$ cat config.mk
export PLATFORM = sky130hd
export DESIGN_NAME = uart_tx_frame
export DESIGN_NICKNAME = d
export VERILOG_FILES = /design/src/rtl/uart_tx_frame.sv
export SDC_FILE = /design/constraint.sdc
export NUM_CORES = 1
export LEC_CHECK = 0
export CORE_MARGIN = 5
export CORE_UTILIZATION = 65
export CTS_CLUSTER_DIAMETER = 80
export DETAILED_ROUTE_END_ITERATION = 7
export DONT_BUFFER_PORTS = 1
export PLACE_DENSITY = 0.81
export SYNTH_ARGS = -nofsm -noshare
export SYNTH_HDL_FRONTEND = slang
export SYNTH_SLANG_ARGS = --single-unit
$ cat constraint.sdc
create_clock -name clk -period 2.99 [get_ports clk]
set_input_delay 0.7475 -clock clk [delete_from_list [all_inputs] [get_ports clk]]
set_output_delay 0.7475 -clock clk [all_outputs]
set_load 0.005 [all_outputs]
$ cat src/rtl/uart_tx_frame.sv
// uart_tx_frame: UART transmitter, start + DATA_BITS LSB-first + optional parity + 1/2 stop bits.
// Ports: clk/rst (sync, active-high); tx_valid/tx_data/tx_ready byte handshake;
// baud_tick bit-period pulse from the external counter; baud_start/baud_finish toggle that
// counter on/off around each frame; tx serial line (idle high); busy while a frame is in
// flight; tx_done one-cycle pulse at frame end.
module uart_tx_frame #(
    parameter int DATA_BITS  = 8,
    parameter int PARITY_EN  = 0,
    parameter int PARITY_ODD = 0,
    parameter int STOP_BITS  = 1
) (
    input  logic                 clk,
    input  logic                 rst,
    input  logic                 tx_valid,
    input  logic [DATA_BITS-1:0] tx_data,
    output logic                 tx_ready,
    input  logic                 baud_tick,
    output logic                 baud_start,
    output logic                 baud_finish,
    output logic                 tx,
    output logic                 busy,
    output logic                 tx_done
);
    localparam int IW = $clog2(DATA_BITS) + 1;
    localparam int SB = (STOP_BITS == 2) ? 2 : 1;
    typedef enum logic [2:0] {IDLE, START, DATA, PARITY, STOP} state_t;
    state_t               state_q, state_d;
    logic [DATA_BITS-1:0] shreg_q, shreg_d;
    logic [IW-1:0]        bit_idx_q, bit_idx_d;
    logic                 stop_cnt_q, stop_cnt_d;
    logic                 parity_q, parity_d;
    logic                 tx_q, tx_d;
    logic                 busy_q, busy_d;
    logic                 baud_start_q, baud_start_d;
    logic                 baud_finish_q, baud_finish_d;
    logic                 tx_done_q, tx_done_d;
    always_comb begin
        state_d       = state_q;
        shreg_d       = shreg_q;
        bit_idx_d     = bit_idx_q;
        stop_cnt_d    = stop_cnt_q;
        parity_d      = parity_q;
        tx_d          = tx_q;
        busy_d        = busy_q;
        baud_start_d  = 1'b0;
        baud_finish_d = 1'b0;
        tx_done_d     = 1'b0;
        case (state_q)
            IDLE: if (tx_valid) begin
                state_d      = START;
                shreg_d      = tx_data;
                parity_d     = (^tx_data) ^ (PARITY_ODD != 0);
                tx_d         = 1'b0;
                busy_d       = 1'b1;
                baud_start_d = 1'b1;
            end
            // a tick during the baud_start cycle predates the counter and is not a bit boundary
            START: if (baud_tick && !baud_start_q) begin
                state_d   = DATA;
                tx_d      = shreg_q[0];
                shreg_d   = shreg_q >> 1;
                bit_idx_d = '0;
            end
            DATA: if (baud_tick) begin
                if (bit_idx_q == IW'(DATA_BITS - 1)) begin
                    state_d    = (PARITY_EN != 0) ? PARITY : STOP;
                    tx_d       = (PARITY_EN != 0) ? parity_q : 1'b1;
                    stop_cnt_d = 1'b0;
                end else begin
                    tx_d      = shreg_q[0];
                    shreg_d   = shreg_q >> 1;
                    bit_idx_d = bit_idx_q + 1'b1;
                end
            end
            PARITY: if (baud_tick) begin
                state_d    = STOP;
                tx_d       = 1'b1;
                stop_cnt_d = 1'b0;
            end
            STOP: if (baud_tick) begin
                if (stop_cnt_q == 1'(SB - 1)) begin
                    state_d       = IDLE;
                    busy_d        = 1'b0;
                    baud_finish_d = 1'b1;
                    tx_done_d     = 1'b1;
                end else begin
                    stop_cnt_d = 1'b1;
                end
            end
            default: state_d = IDLE;
        endcase
    end
    always_ff @(posedge clk) begin
        if (rst) begin
            state_q       <= IDLE;
            shreg_q       <= '0;
            bit_idx_q     <= '0;
            stop_cnt_q    <= 1'b0;
            parity_q      <= 1'b0;
            tx_q          <= 1'b1;
            busy_q        <= 1'b0;
            baud_start_q  <= 1'b0;
            baud_finish_q <= 1'b0;
            tx_done_q     <= 1'b0;
        end else begin
            state_q       <= state_d;
            shreg_q       <= shreg_d;
            bit_idx_q     <= bit_idx_d;
            stop_cnt_q    <= stop_cnt_d;
            parity_q      <= parity_d;
            tx_q          <= tx_d;
            busy_q        <= busy_d;
            baud_start_q  <= baud_start_d;
            baud_finish_q <= baud_finish_d;
            tx_done_q     <= tx_done_d;
        end
    end
    assign tx_ready    = (state_q == IDLE);
    assign baud_start  = baud_start_q;
    assign baud_finish = baud_finish_q;
    assign tx          = tx_q;
    assign busy        = busy_q;
    assign tx_done     = tx_done_q;
endmodule
==> metrics.md, run 1 <==
| Metric | Value |
|---|---|
| Run status | `finished clean` |
| Yosys warning total | `0` |
| Final instance count without filler cells | `133` |
| Async S/R FF share, synth | `0%` |
| Avg Synthesized Cell Area | `9.17 µm²` |
| Fill cells | `121` |
| CTS tree | `yes` |
| Min cycle time layout | `1.96 ns` |
| Chip height | `51.1 µm` |
| Ratio of cells with drive above 1 in the final layout | `10.3%` |
| Count of H-tree levels built during CTS | `1` |
| Critical-path cell list | `and4b_4, a211oi_2, o31a_1, mux2i_1` |
| Slowest library cell on the worst path | `dfxtp_1` |
| Peak Freq | `0.511 GHz` |
| Residual overflow from global routing | `0` |
| Hold Fails Final Rpt | `0` |
| Rows | `14` |
| Area growth syn-to-layout | `0.114%` |
| Placeable Area | `1560 µm²` |
| Setup crit end | `shreg_q[7]` |
| Relative max-transition margin | `63.3%` |
| Final WL | `2320 µm` |
| Combined global-route utilization of all metal layers | `20.4%` |
| First drt pass iteration count | `4` |
| Fin nets | `131` |
| Tcrit/Tclk final | `65.4%` |
| Max-cap violations | `0` |
| Unique cell type count in the Yosys netlist | `39` |
| Total leakage power | `0.404 nW` |
| Final max-slew violation count | `0` |
| Initial core utilization | `70.5%` |
| Weighted congestion at the end of routability-driven global placement | `0.751` |
| FF-to-FF Start | `state_q[1]` |
| Crit Path Category | `flip-flop to flip-flop` |
| Width of the die | `51.1 µm` |
| Actual transition at the worst max-transition pin | `0.549 ns` |
| Number of cells in the design after placement | `129` |
| Latest clock arrival within the worst-skew pair | `0.30 ns` |
| Unrepaired setup endpoints after global routing | `false` |
| # IOs | `18` |
| Slowest Stage Delay on Critical Path | `0.50 ns` |
| Signal arrival time at the worst endpoint | `2.20 ns` |
| Launch point of the worst path | `state_q[1]` |
| Global-route wire length before repair | `4120 µm` |
| Endpoint kind of the worst setup timing path | `flip-flop` |
| FF+latch count, synth | `19` |
| Power per Cell Area | `545 nW/µm²` |
| Number of cell instances on the worst register-to-register path | `4` |
| Pin count of the biggest net entering global routing | `16` |
| Number of flops mapped to enable cells by yosys | `0` |
| FF-to-FF End | `shreg_q[7]` |
| Remaining DRCs | `0` |
| Setup Buffers After CTS | `0` |
| Number of buffers created by CTS | `3` |
| Share of the yosys chip area belonging to registers | `34.6%` |
| Kind of launch point of the worst setup path | `flip-flop` |
| Via count of the first global-routing pass | `890` |
| Count of endpoints failing setup in the final report | `0` |
| Maximum number of buffers from clock root to sink | `2` |
| Cell Area, Synth | `1100 µm²` |
| IR Drop Worst-Case VDD | `0.000283 V` |
| DR iter-0 viols | `17` |
| Post-cts sizing count | `0` |
| HPWL after DPL | `1690 µm` |
| Wire length per cell after detailed routing | `17.4 µm` |
| Clock skew after layout | `0.0107 ns` |
| Required @ worst endpoint | `3.23 ns` |
| Final-layout setup total negative slack | `0 ns` |
| Number of sinks handled by clock tree synthesis | `19` |
| Clock transition at path regs | `0.11 ns` |
| Area enclosed by the die boundary | `2610 µm²` |
| Number of inserted diodes | `0` |
| Nets in the synthesized netlist | `133` |
| Cts-stage hold buffer count | `0` |
| Buffers added on ports | `0` |
| WHS | `0.476 ns` |
| Drt via density | `6.77` |
| Internal reg-to-reg setup slack | `1.03 ns` |
| Number of nets still failing antenna checks after routing | `0` |
| Post-Synthesis Cells | `120` |
| Cell at the root of the clock tree | `clkbuf_4` |
| Largest fanout on the critical path | `15` |
| Tightest Hold Check Type | `flip-flop to flip-flop` |
| Initial antenna violation count | `0` |
| Most used flip-flop cell after synthesis | `dfxtp_1` |
| Detailed-route via count | `901` |
sequential cells by signal (all words and copies together) (netlist names):
signal      count
busy            1
shreg_q         8
baud_start      1
tx_done         1
tx              1
state_q         3
bit_idx_q       4
how the worst min path moves through the flow:
stage	end	start	cells after the start	slack (ns)
2_1_floorplan	shreg_q[7]	shreg_q[7]	2	0.43
3_3_place_gp	shreg_q[7]	shreg_q[7]	2	0.45
3_5_place_dp	shreg_q[7]	shreg_q[7]	2	0.46
4_1_cts	shreg_q[7]	shreg_q[7]	2	0.47
5_1_grt	bit_idx_q[2]	rst	1	0.49
6_report	shreg_q[7]	shreg_q[7]	2	0.48
final cells by class:
cell class / instances / area [µm²] / share of cell area, %
sequential: 19 / 380 / 34.5
clock buffer: 4 / 26.3 / 2.39
inverter: 3 / 11.3 / 1.02
multi-input combinational: 90 / 656 / 59.5
tap: 16 / 20.0 / 1.82
timing repair buffer: 1 / 7.51 / 0.682
critical path: cells and delay by family, from the launching register on:
kind	cells	cell delay, ns
and+or+nand+nor	1	0.30
muxes	1	0.22
AOI/OAI and AO/OA	2	0.87
DFF	1	0.50
synthesized netlist by cell type (all sizes together), types with 2 or more instances:
library cell	count	area share, %
clkbuf	2	0.68
nand2	10	3.4
inv	3	1.0
a21oi	11	6.0
o21bai	2	1.4
mux2i	11	10
o22ai	2	1.1
o21ai	3	1.4
o221ai	7	5.6
dfxtp	19	35
nor2b	2	1.1
nor2	6	2.0
or3	9	5.1
buf	6	4.1
and3b	2	1.6
a311oi	2	1.6
nand2b	5	3.8
nand3	3	1.4
logic make-up (layout without fill, tap and decap cells):
| logic type | after synthesis | after routing | share of synthesized area (%) |
|---|---|---|---|
| adders and majority gates | 1 | 1 | 1.14 |
| buffers and inverters | 11 | 8 | 5.80 |
| muxes | 11 | 11 | 10.0 |
| AOI/OAI and AO/OA | 35 | 35 | 24.1 |
| and+or+nand+nor | 43 | 43 | 24.3 |
| DFF | 19 | 19 | 34.6 |
metal layers:
layer,vias to the layer above,track usage [%],part of all wire (%)
met5,-,0,0
met4,0,6.73,1.7
met3,5,4.36,5.5
met2,25,32.8,46
met1,429,27.0,47
li1,442,-,-
placed cells by master, fill, tap and decap left out, types with 6 or more instances in the layout:
master | netlist | layout
o221ai_1 | 7 | 7
a21oi_1 | 10 | 10
nand2_1 | 10 | 10
dfxtp_1 | 19 | 19
nor2_1 | 6 | 6
mux2i_1 | 11 | 11
or3_1 | 9 | 9
stage by stage:
stage	area, µm²	total power [mW]	worst slack (ns)	utilization [%]
6_report	1100	0.600	1.03	70.6
5_1_grt	1100	0.642	0.953	70.6
4_1_cts	1100	0.601	1.07	70.6
3_5_place_dp	1070	0.475	1.10	68.9
3_3_place_gp	1070	0.467	1.17	68.9
2_1_floorplan	1100	0.454	1.27	-
where the power goes:
group / internal, mW / total (mW) / leakage, nW / switching, mW
registers: 0.282 / 0.318 / 0.156 / 0.0359
clock network: 0.0520 / 0.130 / 0.0150 / 0.0783
logic: 0.0751 / 0.152 / 0.233 / 0.0773
Power figures use the tool's default switching activity.
==> inputs of run 2 (changes only) <==
--- a/config.mk
+++ b/config.mk
@@ -6,11 +6,11 @@
 export NUM_CORES = 1
 export LEC_CHECK = 0
 export CORE_MARGIN = 5
-export CORE_UTILIZATION = 65
+export CORE_UTILIZATION = 55
 export CTS_CLUSTER_DIAMETER = 80
 export DETAILED_ROUTE_END_ITERATION = 7
 export DONT_BUFFER_PORTS = 1
-export PLACE_DENSITY = 0.81
+export PLACE_DENSITY = 0.73
 export SYNTH_ARGS = -nofsm -noshare
 export SYNTH_HDL_FRONTEND = slang
 export SYNTH_SLANG_ARGS = --single-unit
==> constraint.sdc (replaced) <==
create_clock -name clk -period 1.7 [get_ports clk]
set_input_delay 0.425 -clock clk [delete_from_list [all_inputs] [get_ports clk]]
set_output_delay 0.425 -clock clk [all_outputs]
set_load 0.005 [all_outputs]
==> metrics.md, run 2 (synthesis gave the netlist of run 1 again) <==
| Metric | Value |
|---|---|
| Run status | `finished clean` |
| Largest register FFs | `8 (unchanged)` |
| Number of buffers created by CTS | `3 (unchanged)` |
| Crit path setup slack, layout | `0.112 ns (-0.923 ns)` |
| Relative max-transition margin | `71.7% (+8.4 points)` |
| Ratio of cells with drive above 1 in the final layout | `18.5% (+8.3 points)` |
| Registers with the highest flip-flop counts | `shreg_q (8), bit_idx_q (4), state_q (3)` |
| Largest fanout on the critical path | `10 (-5)` |
| Power per Cell Area | `907 nW/µm² (+66%)` |
| Weighted congestion at the end of routability-driven global placement | `0.826 (+9.9%)` |
| Detailed-route via count | `918 (+1.9%)` |
| Drt via density | `6.08 (-10%)` |
| Number of inserted diodes | `0 (unchanged)` |
| Total leakage power | `0.438 nW (+8.5%)` |
| Peak Freq | `0.630 GHz (+23%)` |
| Required @ worst endpoint | `1.93 ns (-1.30 ns)` |
| Sum of internal, switching and leakage power | `1.07 mW (+78%)` |
| Number of sinks handled by clock tree synthesis | `19 (unchanged)` |
| Final max-slew violation count | `0 (unchanged)` |
| Rows | `16 (+2)` |
| P_int | `0.738 mW (+80%)` |
| Fill cells | `177 (+46%)` |
| Share of total power in combinational logic | `28.0% (+2.6 points)` |
| Tightest Hold Check Type | `input pin to flip-flop` |
| Share of total power in sequential cells | `51.0% (-1.9 points)` |
| Initial antenna violation count | `0 (unchanged)` |
| Pin count of the biggest net entering global routing | `15 (-1)` |
| Hold Fails Final Rpt | `0 (unchanged)` |
| Cell at the root of the clock tree | `clkbuf_4` |
| Clock skew after layout | `0.00147 ns (-0.00922 ns)` |
| Top library cells by usage in the layout, fill and taps aside | `19 x dfxtp_1, 11 x mux2i_1, 10 x nand2_1, 10 x a21oi_1, 9 x or3_1` |
| Net switching fraction of the power | `31.1% (-0.77 points)` |
| Actual transition at the worst max-transition pin | `0.424 ns (-0.126 ns)` |
| Final instance count without filler cells | `151 (+14%)` |
| Remaining DRCs | `0 (unchanged)` |
| Global-route wire length before repair | `3950 µm (-4.2%)` |
| # IOs | `18 (unchanged)` |
| Net Switching | `0.333 mW (+74%)` |
| Chip height | `54.7 µm (+7.0%)` |
| Number of cells in the design after placement | `146 (+13%)` |
| First drt pass iteration count | `4 (unchanged)` |
| Maximum number of buffers from clock root to sink | `2 (unchanged)` |
| Area enclosed by the die boundary | `2990 µm² (+14%)` |
| Area growth syn-to-layout | `7.39%` |
| CTS tree | `yes` |
| Width of the die | `54.7 µm (+7.0%)` |
| Placeable Area | `1940 µm² (+25%)` |
| IR Drop Worst-Case VDD | `0.000727 V (+160%)` |
| HPWL after DPL | `1690 µm (+0.21%)` |
| Number of nets still failing antenna checks after routing | `0 (unchanged)` |
| Final WL | `2330 µm (+0.47%)` |
| Clock network power share | `21.0% (-0.7 points)` |
| Count of endpoints failing setup in the final report | `0 (unchanged)` |
| Residual overflow from global routing | `0 (unchanged)` |
| Count of H-tree levels built during CTS | `1 (unchanged)` |
| Wire length per cell after detailed routing | `15.4 µm (-12%)` |
| Signal arrival time at the worst endpoint | `1.82 ns (-0.38 ns)` |
| Min cycle time layout | `1.59 ns (-0.367 ns)` |
| Place WS | `0.0708 ns (-1.03 ns)` |
| Buffers added on ports | `0 (unchanged)` |
| Via count of the first global-routing pass | `894 (+0.45%)` |
| Crit Path Category | `flip-flop to flip-flop` |
| Initial core utilization | `56.6% (-14 points)` |
| DR iter-0 viols | `13 (-4)` |
| Fin nets | `138 (+5.3%)` |
| Clock transition at path regs | `0.10 ns (about the same)` |
| Leading cell type in the layout, fill and taps excluded | `dfxtp_1` |
| Tcrit/Tclk final | `93.4% (+28 points)` |
| Max-cap violations | `0 (unchanged)` |
| Latest clock arrival within the worst-skew pair | `0.29 ns (about the same)` |
| Combined global-route utilization of all metal layers | `18.0% (-2.3 points)` |
| Kind of launch point of the worst setup path | `flip-flop` |
| Endpoint kind of the worst setup timing path | `flip-flop` |
| Most flop-heavy register | `shreg_q` |
[run 2: cell types whose count changed in the layout (fill, tap and decap cells not counted), sizes merged]
cell / change
buf: +7
[run 2: stage by stage]
stage	setup TNS [ns]	utilization (%)	hold WS, ns	instance area [µm²]
2_1_floorplan	0	-	0.434	1100
3_3_place_gp	0	58.4	0.441	1130
3_5_place_dp	0	58.4	0.462	1130
4_1_cts	0	59.7	0.183	1160
5_1_grt	-0.0140	60.8	0.169	1180
6_report	0	60.8	0.184	1180
[run 2: power by group through the flow]
stage | clock (mW) | sequential (mW) | combinational, mW
detailed placement | 0 | 0.554 | 0.291
CTS | 0.230 | 0.544 | 0.293
finish | 0.225 | 0.547 | 0.300
global placement | 0 | 0.553 | 0.284
floorplan | 0 | 0.536 | 0.262
global route | 0.247 | 0.553 | 0.336
[run 2: critical path: stages (launching register included)]
cell and delay, ns:
dfxtp_1 0.55, and2_0 0.37, o31a_1 0.37, mux2i_1 0.23
[run 2: path summary, 6_finish.rpt]
check	from	to	slack, ns	depth (start not counted)
hold reg to reg	shreg_q[7]	shreg_q[7]	0.47	2
hold / removal	rst	busy	0.18	1
setup reg to reg	state_q[1]	shreg_q[7]	0.11	3
setup / recovery	state_q[1]	shreg_q[7]	0.11	3
[run 2: per-layer routing]
metal	track usage [%]	wire (µm)	up-vias
met2	28.7	1120	14
met1	23.5	1100	444
li1	-	-	456
met5	0	0	-
met3	3.54	78	4
met4	7.47	29	0
[run 2: layout make-up]
type	count	area [µm²]	share of cell area, %
clock buffers	4	26.3	2.22
multi-input cells	90	669	56.7
inverters	3	11.3	0.953
flip-flops and latches	19	380	32.2
repair buffers	8	60.1	5.08
well taps	27	33.8	2.86
[run 2: what timing repair did]
item	4_1_cts	5_1_grt
buffers inserted	0	1
gates resized for setup	0	4
endpoints found under the setup margin	0	6
hold buffers	0	0
==> inputs of run 3 (changes only) <==
--- a/config.mk
+++ b/config.mk
@@ -6,11 +6,10 @@
 export NUM_CORES = 1
 export LEC_CHECK = 0
 export CORE_MARGIN = 5
-export CORE_UTILIZATION = 55
+export CORE_UTILIZATION = 50
 export CTS_CLUSTER_DIAMETER = 80
 export DETAILED_ROUTE_END_ITERATION = 7
 export DONT_BUFFER_PORTS = 1
-export PLACE_DENSITY = 0.73
 export SYNTH_ARGS = -nofsm -noshare
 export SYNTH_HDL_FRONTEND = slang
 export SYNTH_SLANG_ARGS = --single-unit
==> constraint.sdc (replaced) <==
create_clock -name clk -period 1.95 [get_ports clk]
set_input_delay 0.4875 -clock clk [delete_from_list [all_inputs] [get_ports clk]]
set_output_delay 0.4875 -clock clk [all_outputs]
set_load 0.005 [all_outputs]
==> metrics.md, run 3 (synthesis gave the netlist of run 1 again) <==
| Metric | Value |
|---|---|
| Run status | `finished clean` |
| Detailed-route via count | `870 (-5.2%)` |
| # IOs | `18 (unchanged)` |
| Final max-slew violation count | `0 (unchanged)` |
| Largest fanout on the critical path | `15 (+5)` |
| Registers with the highest flip-flop counts | `shreg_q (8), bit_idx_q (4), state_q (3)` |
| Endpoint kind of the worst setup timing path | `flip-flop` |
| Fin nets | `134 (-2.9%)` |
| Top library cells by usage in the layout, fill and taps aside | `19 x dfxtp_1, 11 x mux2i_1, 10 x nand2_1, 10 x a21oi_1, 9 x or3_1` |
| First drt pass iteration count | `4 (unchanged)` |
| Wire length per cell after detailed routing | `15.4 µm (about the same)` |
| Tightest Hold Check Type | `input pin to flip-flop` |
| Combined global-route utilization of all metal layers | `15.2% (-2.8 points)` |
| Clock skew after layout | `0.00176 ns (+0.000297 ns)` |
| Final-layout setup total negative slack | `0 ns (unchanged)` |
| Fill cells | `204 (+15%)` |
| Count of H-tree levels built during CTS | `1 (unchanged)` |
| HPWL after DPL | `1650 µm (-2.6%)` |
| WHS | `0.240 ns (+0.0564 ns)` |
| Total leakage power | `0.421 nW (-3.8%)` |
| Placeable Area | `2150 µm² (+11%)` |
| Number of cells in the design after placement | `144 (-1.4%)` |
| Cts-stage hold buffer count | `0 (unchanged)` |
| Hold Path Origin | `rst` |
| Maximum number of buffers from clock root to sink | `2 (unchanged)` |
| Global-route wire length before repair | `3940 µm (-0.18%)` |
| Actual transition at the worst max-transition pin | `0.562 ns (+0.138 ns)` |
| Remaining DRCs | `0 (unchanged)` |
| Area growth syn-to-layout | `3.64%` |
| Count of endpoints failing setup in the final report | `0 (unchanged)` |
| DR iter-0 viols | `21 (+8)` |
| Required @ worst endpoint | `2.19 ns (+0.26 ns)` |
| Latest clock arrival within the worst-skew pair | `0.29 ns (about the same)` |
| Width of the die | `56.9 µm (+4.0%)` |
| Cell at the root of the clock tree | `clkbuf_4` |
| Post-cts sizing count | `0 (unchanged)` |
| Slowest Stage Delay on Critical Path | `0.70 ns (+0.15 ns)` |
| Peak Freq | `0.574 GHz (-8.8%)` |
| Number of buffers created by CTS | `3 (unchanged)` |
| Residual overflow from global routing | `0 (unchanged)` |
| Buffers added on ports | `0 (unchanged)` |
| Final instance count without filler cells | `148 (-2.0%)` |
| Relative max-transition margin | `62.5% (-9.2 points)` |
| Final WL | `2280 µm (-1.9%)` |
| Pin count of the biggest net entering global routing | `16 (+1)` |
| Launch point of the worst path | `state_q[1]` |
| Signal arrival time at the worst endpoint | `1.98 ns (+0.16 ns)` |
| Rows | `17 (+1)` |
| FF-to-FF Start | `state_q[1]` |
| Initial core utilization | `51.2% (-5.4 points)` |
| Kind of launch point of the worst setup path | `flip-flop` |
| Clock transition at path regs | `0.11 ns (about the same)` |
| Number of inserted diodes | `0 (unchanged)` |
| Critical-path cell list | `nand2b_2, a21oi_4, or3b_2, mux2i_1` |
| Drt via density | `5.88 (-3.3%)` |
| Unrepaired setup endpoints after global routing | `false` |
| Setup Buffers After CTS | `0 (unchanged)` |
| Weighted congestion at the end of routability-driven global placement | `0.787 (-4.7%)` |
| Ratio of cells with drive above 1 in the final layout | `13.3% (-5.2 points)` |
| Area enclosed by the die boundary | `3240 µm² (+8.1%)` |
| Hold Fails Final Rpt | `0 (unchanged)` |
| Tcrit/Tclk final | `89.3% (-4.1 points)` |
| CTS tree | `yes` |
| Power per Cell Area | `810 nW/µm² (-11%)` |
| Via count of the first global-routing pass | `896 (+0.22%)` |
| Most flop-heavy register | `shreg_q` |
| Number of nets still failing antenna checks after routing | `0 (unchanged)` |
| Reg area | `380 µm² (unchanged)` |
| Crit Path Category | `flip-flop to flip-flop` |
| Max-cap violations | `0 (unchanged)` |
| Number of sinks handled by clock tree synthesis | `19 (unchanged)` |
| Min cycle time layout | `1.74 ns (+0.153 ns)` |
| Largest register FFs | `8 (unchanged)` |
| Leading cell type in the layout, fill and taps excluded | `dfxtp_1` |
| IR Drop Worst-Case VDD | `0.000592 V (-19%)` |
| Slowest library cell on the worst path | `dfxtp_1` |
| Initial antenna violation count | `0 (unchanged)` |
| Chip height | `56.9 µm (+4.0%)` |
| Footprint of the multi-input gates | `656 µm² (-2.1%)` |
run 3: cell type report:
class / count / area share (%)
multi-input combinational: 90 / 57.5
sequential: 19 / 33.4
tap: 28 / 3.07
timing repair buffer: 4 / 2.63
clock buffer: 3 / 1.98
inverter: 3 / 0.988
clock inverter: 1 / 0.439
run 3: stage by stage:
step / worst slack, ns / utilization, % / cell area, µm² / power [mW]
after floorplan: 0.343 / - / 1100 / 0.695
after global placement: 0.296 / 51.8 / 1110 / 0.726
after detailed placement: 0.239 / 51.8 / 1110 / 0.732
after CTS: 0.227 / 53.1 / 1140 / 0.938
after global routing: 0.0947 / 53.1 / 1140 / 0.995
final: 0.208 / 53.1 / 1140 / 0.923
run 3: per-layer routing:
metal | up-vias | GRT usage (%) | routed length (µm)
met5 | - | 0 | 0
met4 | 0 | 6.29 | 12
met3 | 2 | 3.22 | 98
met2 | 13 | 26.1 | 1100
met1 | 405 | 18.3 | 1070
li1 | 450 | - | -
run 3: final timing paths:
path                endpoint  slack, ns  cells after the start
hold reg to reg   shreg_q[7]       0.47                      2
hold / removal    state_q[0]       0.24                      1
setup / recovery  shreg_q[7]       0.21                      4
setup reg to reg  shreg_q[7]       0.21                      4
run 3: where the power goes:
part | switching (mW) | leakage, nW | total [mW] | internal, mW
registers | 0.0516 | 0.156 | 0.483 | 0.432
clock network | 0.126 | 0.0177 | 0.202 | 0.0763
logic | 0.116 | 0.247 | 0.237 | 0.121
run 3: critical path: cells and delay by family, from the launching register on:
family,cells,cell delay [ns]
flip-flops,1,0.70
AND/OR/NAND/NOR,2,0.74
multiplexers,1,0.12
AO/OA/AOI/OAI,1,0.13
